--- config.mk ---
export PLATFORM = sky130hd
export DESIGN_NAME = line_cut_position_scheduler
export DESIGN_NICKNAME = d
export VERILOG_FILES = /design/src/rtl/line_cut_position_scheduler_pkg.sv /design/src/rtl/line_cut_position_scheduler_cut_group_scaler.sv /design/src/rtl/line_cut_position_scheduler.sv
export SDC_FILE = /design/constraint.sdc
export NUM_CORES = 1
export LEC_CHECK = 0
export BUFFER_PORTS_ARGS = -buffer_cell sky130_fd_sc_hd__buf_4
export CELL_PAD_IN_SITES_DETAIL_PLACEMENT = 1
export CELL_PAD_IN_SITES_GLOBAL_PLACEMENT = 2
export CORE_MARGIN = 1.5
export CORE_UTILIZATION = 38
export CTS_CLUSTER_DIAMETER = 200
export DETAILED_ROUTE_END_ITERATION = 10
export PLACE_DENSITY = 0.91
export SLEW_MARGIN = 10
export SYNTH_ARGS = -nofsm -noshare
export SYNTH_HDL_FRONTEND = slang
export SYNTH_SLANG_ARGS = --single-unit
--- constraint.sdc ---
create_clock -name clk -period 4.5 [get_ports clk]
set_input_delay 0.225 -clock clk [delete_from_list [all_inputs] [get_ports clk]]
set_output_delay 0.225 -clock clk [all_outputs]
set_load 0.01 [all_outputs]
--- src/rtl/line_cut_position_scheduler_pkg.sv ---
// Shared video-crypto definitions for the line-rotation cut scheduler
// and its descrambler counterpart.
package line_cut_position_scheduler_pkg;

    typedef enum logic [1:0] {
        IDLE,
        MUL,
        SCALE,
        PEND
    } state_t;

    localparam int LINE_GROUPS   = 360;
    localparam int GROUP_SAMPLES = 4;
    localparam int SCALE_NUM     = 11;
    localparam int SCALE_FRAC    = 3;
    localparam int OFFSET_GROUPS = 4;
    localparam int GUARD_GROUPS  = 2;
    localparam int LINE_SAMPLES  = LINE_GROUPS * GROUP_SAMPLES;

    function automatic bit is_pow2(input int v);
        return (v > 0) && ((v & (v - 1)) == 0);
    endfunction

endpackage

--- src/rtl/line_cut_position_scheduler_cut_group_scaler.sv ---
// Pure scale+offset+clamp: registered product to cut group index.
// Shared between scrambler and descrambler paths.
module cut_group_scaler #(
    parameter int PROD_W        = 13,
    parameter int POS_W         = 11,
    parameter int SCALE_FRAC    = 3,
    parameter int OFFSET_GROUPS = 4,
    parameter int MAX_GROUP     = 358
) (
    input  logic [PROD_W-1:0] prod,
    output logic [POS_W-1:0]  group,
    output logic              clamped
);

    localparam int SUM_W = ((PROD_W > POS_W) ? PROD_W : POS_W) + 1;
    localparam logic [SUM_W-1:0] MAX_G = SUM_W'(MAX_GROUP);
    localparam logic [SUM_W-1:0] OFS_G = SUM_W'(OFFSET_GROUPS);

    logic [SUM_W-1:0] sum;

    assign sum = SUM_W'(prod >> SCALE_FRAC) + OFS_G;

    always_comb begin
        clamped = 1'b0;
        group   = sum[POS_W-1:0];
        if (sum > MAX_G) begin
            clamped = 1'b1;
            group   = POS_W'(MAX_GROUP);
        end
    end

endmodule

--- src/rtl/line_cut_position_scheduler.sv ---
// Registered cut-position scheduler: scales a PRNG seed to a group-aligned
// cut and commits it atomically on the line-start strobe.
module line_cut_position_scheduler
    import line_cut_position_scheduler_pkg::*;
#(
    parameter int RAW_W         = 8,
    parameter int POS_W         = 11,
    parameter int SCALE_NUM     = line_cut_position_scheduler_pkg::SCALE_NUM,
    parameter int SCALE_FRAC    = line_cut_position_scheduler_pkg::SCALE_FRAC,
    parameter int OFFSET_GROUPS = line_cut_position_scheduler_pkg::OFFSET_GROUPS,
    parameter int GROUP_SAMPLES = line_cut_position_scheduler_pkg::GROUP_SAMPLES,
    parameter int LINE_GROUPS   = line_cut_position_scheduler_pkg::LINE_GROUPS,
    parameter int GUARD_GROUPS  = line_cut_position_scheduler_pkg::GUARD_GROUPS
) (
    input  logic             clk,
    input  logic             rst_n,
    input  logic             raw_valid,
    output logic             raw_ready,
    input  logic [RAW_W-1:0] raw_cut,
    input  logic             line_start,
    input  logic             enable,
    output logic [POS_W-1:0] cut_position,
    output logic [POS_W-1:0] tail_length,
    output logic             cut_apply,
    output logic             clamped,
    output logic [7:0]       underrun_cnt
);

    localparam int PROD_W    = RAW_W + $clog2(SCALE_NUM) + 1;
    localparam int MAX_GROUP = LINE_GROUPS - GUARD_GROUPS;
    localparam int LINE_SMP  = LINE_GROUPS * GROUP_SAMPLES;
    localparam int GS_SHIFT  = $clog2(GROUP_SAMPLES);
    localparam logic [POS_W-1:0] FULL_LINE = POS_W'(LINE_SMP);

    if (LINE_SMP >= (1 << POS_W)) begin : g_pos_w_chk
        $error("POS_W too narrow for a full line of samples");
    end
    if (OFFSET_GROUPS > MAX_GROUP) begin : g_offset_chk
        $error("OFFSET_GROUPS exceeds the last legal cut group");
    end

    state_t state;
    state_t state_next;

    logic [RAW_W-1:0]  raw_r;
    logic [PROD_W-1:0] prod_r;
    logic [POS_W-1:0]  pend_cut;
    logic [POS_W-1:0]  pend_tail;
    logic              pend_clamped;

    logic [POS_W-1:0]  grp;
    logic              grp_clamped;
    logic [POS_W-1:0]  cut_next;

    cut_group_scaler #(
        .PROD_W        (PROD_W),
        .POS_W         (POS_W),
        .SCALE_FRAC    (SCALE_FRAC),
        .OFFSET_GROUPS (OFFSET_GROUPS),
        .MAX_GROUP     (MAX_GROUP)
    ) u_scaler (
        .prod    (prod_r),
        .group   (grp),
        .clamped (grp_clamped)
    );

    if (is_pow2(GROUP_SAMPLES)) begin : g_gs_shift
        assign cut_next = grp << GS_SHIFT;
    end else begin : g_gs_mul
        assign cut_next = grp * POS_W'(GROUP_SAMPLES);
    end

    always_comb begin
        state_next = state;
        raw_ready  = 1'b0;
        unique case (state)
            IDLE: begin
                raw_ready = 1'b1;
                if (raw_valid) state_next = MUL;
            end
            MUL:   state_next = SCALE;
            SCALE: state_next = PEND;
            PEND: begin
                if (line_start && enable) state_next = IDLE;
            end
            default: state_next = IDLE;
        endcase
    end

    always_ff @(posedge clk or negedge rst_n) begin
        if (!rst_n) state <= IDLE;
        else        state <= state_next;
    end

    always_ff @(posedge clk or negedge rst_n) begin
        if (!rst_n) begin
            raw_r        <= '0;
            prod_r       <= '0;
            pend_cut     <= '0;
            pend_tail    <= '0;
            pend_clamped <= 1'b0;
        end else begin
            if (state == IDLE && raw_valid) raw_r <= raw_cut;
            if (state == MUL) prod_r <= PROD_W'(raw_r) * PROD_W'(SCALE_NUM);
            if (state == SCALE) begin
                pend_cut     <= cut_next;
                pend_tail    <= FULL_LINE - cut_next;
                pend_clamped <= grp_clamped;
            end
        end
    end

    // Outputs only move on line_start so the cut is stable across the line.
    always_ff @(posedge clk or negedge rst_n) begin
        if (!rst_n) begin
            cut_position <= '0;
            tail_length  <= FULL_LINE;
            cut_apply    <= 1'b0;
            clamped      <= 1'b0;
            underrun_cnt <= '0;
        end else begin
            cut_apply <= line_start;
            if (line_start) begin
                if (!enable) begin
                    cut_position <= '0;
                    tail_length  <= FULL_LINE;
                    clamped      <= 1'b0;
                end else if (state == PEND) begin
                    cut_position <= pend_cut;
                    tail_length  <= pend_tail;
                    clamped      <= pend_clamped;
                end else if (underrun_cnt != 8'hFF) begin
                    underrun_cnt <= underrun_cnt + 8'd1;
                end
            end
        end
    end

endmodule

==> results.toml, run 1 <==
[timing]
period_share_pct = 79.1
worst_slew_pin_slew_ns = 1.03
relSlewSlack_pct = 31.2
finalSetupViolCount = 0
clock_skew_ns = 0.00999
period_minus_slack_ns = 3.56
max_freq_mhz = 281
finalMaxSlewViolations = 0
rsz0062_at_grt = "no"
hold_viol_final = 0
final.setup.tns_ns = 0

[yosys]
ys_ff_latch = 64
ys_types = 65
yosysTopAreaCell = "dfrtp_1"
synth_ff_type = "dfrtp_1"
ys_async_sr_fraction_pct = 100
ys_seq_area_share_pct = 43.5
synth_edf_count = 0
synth_area_leaders = "dfrtp_1, ha_1, inv_1, mux2_2, a22o_1"
yosys-top-cells-count = "dfrtp_1, inv_1, ha_1, nand2_1, nor2_1"
avgSynthCellArea_um2 = 10.6
synth_top_cell_area_share_pct = 40.6
synth_most_common_cell = "dfrtp_1"
synthCells = 350
netlist_area_um2 = 3690
yosysWarnings = 0

[setup_path]
critPathRequiredTime_ns = 4.74
crit_type = "reg2reg"
endpoint_kind = "flip-flop"
rr_worst_depth = 13
r2r-end = "pend_tail[10]$_DFFE_PN0P_"
reg2reg_slack_ns = 0.94
r2r_start = "prod_r[5]$_DFFE_PN0N_"
crit_path_start_kind = "flip-flop"
critPathArrivalTime_ns = 3.80
path_max_fanout = 8

[clock_network]
htreeDepth = 3
clockBufferDepth = 2
clock-sinks = 64
post_cts_buffers = 0
tritoncts = "yes"
insertion_delay_ns = 0.35
hold_buffers = 2
cts_buffers = 9
cts_resized = 0
cts_root_buf = "clkbuf_8"
clk_pin_slew_ns = 0.07

[final_layout]
syn_to_final_growth_pct = 16.0
insertedDiodeCount = 0
drive_above_1_share_pct = 21.7
stdcell_count = 526
final_area_um2 = 4290
nNetsFinal = 436
fillers = 1067
final_core_util_pct = 45.9

[global_route]
grt_overflow_total = 0
grt_max_degree = 65
antenna_found_initial = 0
grt_pass1_wl_um = 13500
grt_usage_pct = 16.7
grt_pass1_vias = 2835

[detailed_routing]
via_count = 2758
dr.max_layer_used = "met4"
met2_length_um = 3980
wl_met1_um = 3530
drt_first_pass_iters = 4
drt_iter0_drc = 88
via_per_inst = 5.24
wl_per_cell_um = 14.9
dr_wl_met3_um = 237
detail-route-antenna-nets = 0
drc = 0
wl_um = 7840

[floorplan]
start_util_pct = 39.6
rows = 35
die_area_um2 = 10300
die_w_um = 102
coreArea_um2 = 9330
ios = 46
die_y_um = 102

[outcome]
status = "finished clean"

[placement]
dpl.hpwl_um = 5820
dp_cells = 508
placed_area_um2 = 4080
io_buffers = 41
place_congestion = 0.815

[hold_path]
holdPathEnd = "raw_r[5]$_DFFE_PN0P_"
hold_path_depth = 2
hp-class = "in2reg"
min-delay-start = "raw_cut[5]"

[power_and_ir_drop]
power_density_nw_per_um2 = 882
p_total_mw = 3.78
leakagePower_nw = 2.02
peakVddDrop_mv = 0.621

[run]
max_cap_violations = 0
-- critical path, stage by stage, from the launching register on --
cell      delay (ns)
dfrtp_1         0.48
inv_1           0.14
ha_1            0.38
a21boi_0        0.19
a311oi_4        0.32
a21oi_2         0.09
o21ai_1         0.37
nand2_1         0.11
ha_1            0.25
a21boi_0        0.24
nor2_1          0.11
or3_1           0.35
nor4b_1         0.16
a211o_1         0.27
-- sequential cells by signal, indices dropped and copies added (netlist names) --
| signal | flops |
|---|---|
| cut_position | 9 |
| pend_cut | 9 |
| prod_r | 9 |
| pend_tail | 8 |
| raw_r | 8 |
| tail_length | 8 |
| underrun_cnt | 8 |
| state | 2 |
| clamped | 1 |
| cut_apply | 1 |
| pend_clamped | 1 |
-- area by class of cell --
cell class | instances | area (µm²) | area share, %
well taps | 129 | 161 | 3.77
multi-input cells | 234 | 1850 | 43.1
clock inverters | 6 | 61.3 | 1.43
clock buffers | 10 | 128 | 2.98
flip-flops and latches | 64 | 1610 | 37.5
repair buffers | 44 | 335 | 7.82
inverters | 39 | 146 | 3.42
-- worst max path at each step --
| stage | from | cells after the start | slack (ns) | to |
|---|---|---|---|---|
| floorplan | prod_r[5]$_DFFE_PN0N_ | 13 | 1.38 | pend_tail[10]$_DFFE_PN0P_ |
| global placement | prod_r[5]$_DFFE_PN0N_ | 13 | 1.09 | pend_tail[10]$_DFFE_PN0P_ |
| detailed placement | prod_r[5]$_DFFE_PN0N_ | 13 | 0.96 | pend_tail[10]$_DFFE_PN0P_ |
| CTS | prod_r[5]$_DFFE_PN0N_ | 13 | 0.94 | pend_tail[10]$_DFFE_PN0P_ |
| global route | prod_r[5]$_DFFE_PN0N_ | 13 | 0.72 | pend_tail[10]$_DFFE_PN0P_ |
| finish | prod_r[5]$_DFFE_PN0N_ | 13 | 0.94 | pend_tail[10]$_DFFE_PN0P_ |
-- where the power goes --
group / leakage (nW) / switching [mW] / internal, mW
clock network: 0.0960 / 0.233 / 0.254
logic: 1.13 / 1.22 / 1.01
registers: 0.794 / 0.245 / 0.821
total: 2.02 / 1.70 / 2.08
-- cell families after synthesis --
group	synth area share [%]
AO/OA/AOI/OAI	18.6
AND/OR/NAND/NOR	12.1
flip-flops	43.5
buffers and inverters	6.84
adder cells (fa/ha/maj)	11.5
XOR/XNOR	3.76
multiplexers	3.66
other	0.101
-- layout by cell type, fill, tap and decap left out, types with 7 or more instances in the layout --
cell type	instances
xnor2_1	8
a21oi_1	12
inv_1	39
nand2_1	20
mux2_2	12
buf_4	42
nor2_1	19
dfrtp_1	60
ha_1	26
a22o_1	15
clkbuf_8	9
or3_1	7
a31oi_1	7
o21ai_0	10
-- metal layers --
layer  global-route usage, %  up-vias
li1                        -     1332
met1                    20.7     1380
met4                    5.13        0
met5                       0        -
met2                    28.6       39
met3                    4.35        7
-- metrics by stage --
| stage | setup slack [ns] | hold slack (ns) |
|---|---|---|
| after global placement | 1.09 | 0.366 |
| after floorplan | 1.38 | -0.0706 |
| after CTS | 0.935 | 0.0853 |
| final | 0.939 | 0.103 |
| after global routing | 0.718 | 0.0874 |
| after detailed placement | 0.964 | 0.371 |
Note: power is estimated with default switching activity, not from simulation.
==> run 2: changes to the inputs <==
==> constraint.sdc (replaced) <==
create_clock -name clk -period 3.3 [get_ports clk]
set_input_delay 0.165 -clock clk [delete_from_list [all_inputs] [get_ports clk]]
set_output_delay 0.165 -clock clk [all_outputs]
set_load 0.01 [all_outputs]
==> run 2 against run 1 <==
  * Routed wire length increased by 5.9%
  * Sequential share of layout area shrank 0.93 points
  * Combinational power up 43%
  * Worst setup slack got worse by 0.75 ns
  * Sequential cell count stayed put
  * Critical path depth did not move
==> results.toml, run 2 (synthesis gave the netlist of run 1 again) <==
[final_layout]
syn_to_final_growth_pct = 19.0
final_area_um2 = 4400
top_regs = "cut_position x9, pend_cut x9, prod_r x9"
multi_input_area_um2 = 1860
mostFrequentLayoutCells = "dfrtp_1, buf_4, inv_1"
drive_above_1_share_pct = 24.3
nNetsFinal = 443
insertedDiodeCount = 0
fillers = 1081
mostFrequentLayoutCell = "dfrtp_1"
seq_area_um2 = 1610

[floorplan]
die_area_um2 = 10300
ios = 46
rows = 35
start_util_pct = 39.6
coreArea_um2 = 9330
die_w_um = 102
die_y_um = 102

[hold_path]
min-delay-start = "raw_cut[0]"
hp-class = "in2reg"

[setup_path]
critPathRequiredTime_ns = 3.53
r2r_start = "prod_r[5]$_DFFE_PN0N_"
slowest_delay_ns = 0.42
rr_worst_depth = 13
crit_slowest_cell = "dfrtp_2"
crit_family = "compound AO/OA/AOI/OAI gates"
path_max_fanout = 7
critPathArrivalTime_ns = 3.34
cp_num_buf_inv = 1
worstSetupEndpoint = "pend_tail[10]$_DFFE_PN0P_"
r2r-end = "pend_tail[10]$_DFFE_PN0P_"
crit_path_start_kind = "flip-flop"
crit_chain = "inv_1 -> ha_1 -> a21boi_1 -> a311oi_4 -> a21oi_2 -> o21ai_2 -> nand2_1 -> ha_1 -> a21boi_2 -> nor2_1 -> or3_1 -> nor4b_1 -> a211o_1"
setup.worst_path.start = "prod_r[5]$_DFFE_PN0N_"
crit_type = "reg2reg"
crit_cells = 13
cp_common_cell = "ha_1"
reg2reg_slack_ns = 0.19
endpoint_kind = "flip-flop"

[timing]
period_share_pct = 94.2
hold_viol_final = 0
max_freq_mhz = 322
clock_skew_ns = 0.0136
worst_hold_slack_ns = 0.0492
worst_slew_pin_slew_ns = 0.982
rsz0062_at_grt = "no"
finalSetupViolCount = 0
period_minus_slack_ns = 3.11
finalMaxSlewViolations = 0
final.setup.tns_ns = 0
fin_ws_ns = 0.192
relSlewSlack_pct = 34.3

[global_route]
grt_max_degree = 65
grt_pass1_wl_um = 14000
grt_pass1_vias = 2852
grt_usage_pct = 17.4
antenna_found_initial = 0
grt_overflow_total = 0

[clock_network]
insertion_delay_ns = 0.35
cts_buffers = 9
tritoncts = "yes"
htreeDepth = 3
clockBufferDepth = 2
clk_pin_slew_ns = 0.07
cts_root_buf = "clkbuf_8"
clock-sinks = 64

[run]
max_cap_violations = 0

[outcome]
status = "finished clean"

[placement]
io_buffers = 41
placed_area_um2 = 4110
place_congestion = 0.804
dpl.hpwl_um = 6080
pre_cts_ws_ns = 0.0291

[detailed_routing]
drt_iter0_drc = 88
drc = 0
via_per_inst = 5.23
wl_per_cell_um = 15.6
wl_um = 8310
via_count = 2789
detail-route-antenna-nets = 0
drt_first_pass_iters = 4

[power_and_ir_drop]
peakVddDrop_mv = 0.767
leakagePower_nw = 2.08
power_density_nw_per_um2 = 1240
p_total_mw = 5.44
[run 2: worst min path at each step]
stage,endpoint,slack (ns),depth (start not counted)
floorplan,clamped$_DFFE_PN0P_,-0.13,0
CTS,raw_r[0]$_DFFE_PN0P_,0.03,2
finish,raw_r[0]$_DFFE_PN0P_,0.05,2
global route,raw_r[0]$_DFFE_PN0P_,0.04,2
detailed placement,cut_apply$_DFF_PN0_,0.31,1
global placement,clamped$_DFFE_PN0P_,0.31,1
[run 2: area by class of cell]
class / instances / area share [%]
clock inverters: 4 / 1.74
well taps: 129 / 3.67
repair buffers: 51 / 8.82
multi-input cells: 234 / 42.4
inverters: 39 / 3.33
flip-flops and latches: 64 / 36.6
clock buffers: 12 / 3.53
[run 2: stage by stage]
step	instances	utilization, %
after global placement	512	44.0
after global routing	533	47.1
after CTS	530	46.7
final	533	47.1
after floorplan	353	-
after detailed placement	512	44.0
[run 2: timing repair]
| action | 4_1_cts | 5_1_grt |
|---|---|---|
| setup buffers | 0 | 3 |
| hold buffers | 2 | 0 |
| cloned | 0 | 0 |
| resized for setup | 1 | 6 |
| pin swaps | 0 | 1 |
| endpoints found under the hold margin | 61 | 0 |
| endpoints found under the setup margin | 1 | 2 |
[run 2: report_power, final]
part           internal, mW  switching, mW
Clock                 0.468          0.316
Sequential             1.12          0.331
Combinational          1.45           1.76
Total                  3.04           2.40
[run 2: per-layer routing]
| layer | up-vias | part of all wire [%] | GRT usage, % |
|---|---|---|---|
| met5 | - | 0 | 0 |
| met4 | 0 | 1.6 | 7.37 |
| met3 | 11 | 2.8 | 2.97 |
| li1 | 1347 | - | - |
| met1 | 1388 | 45 | 22.3 |
| met2 | 43 | 51 | 29.0 |
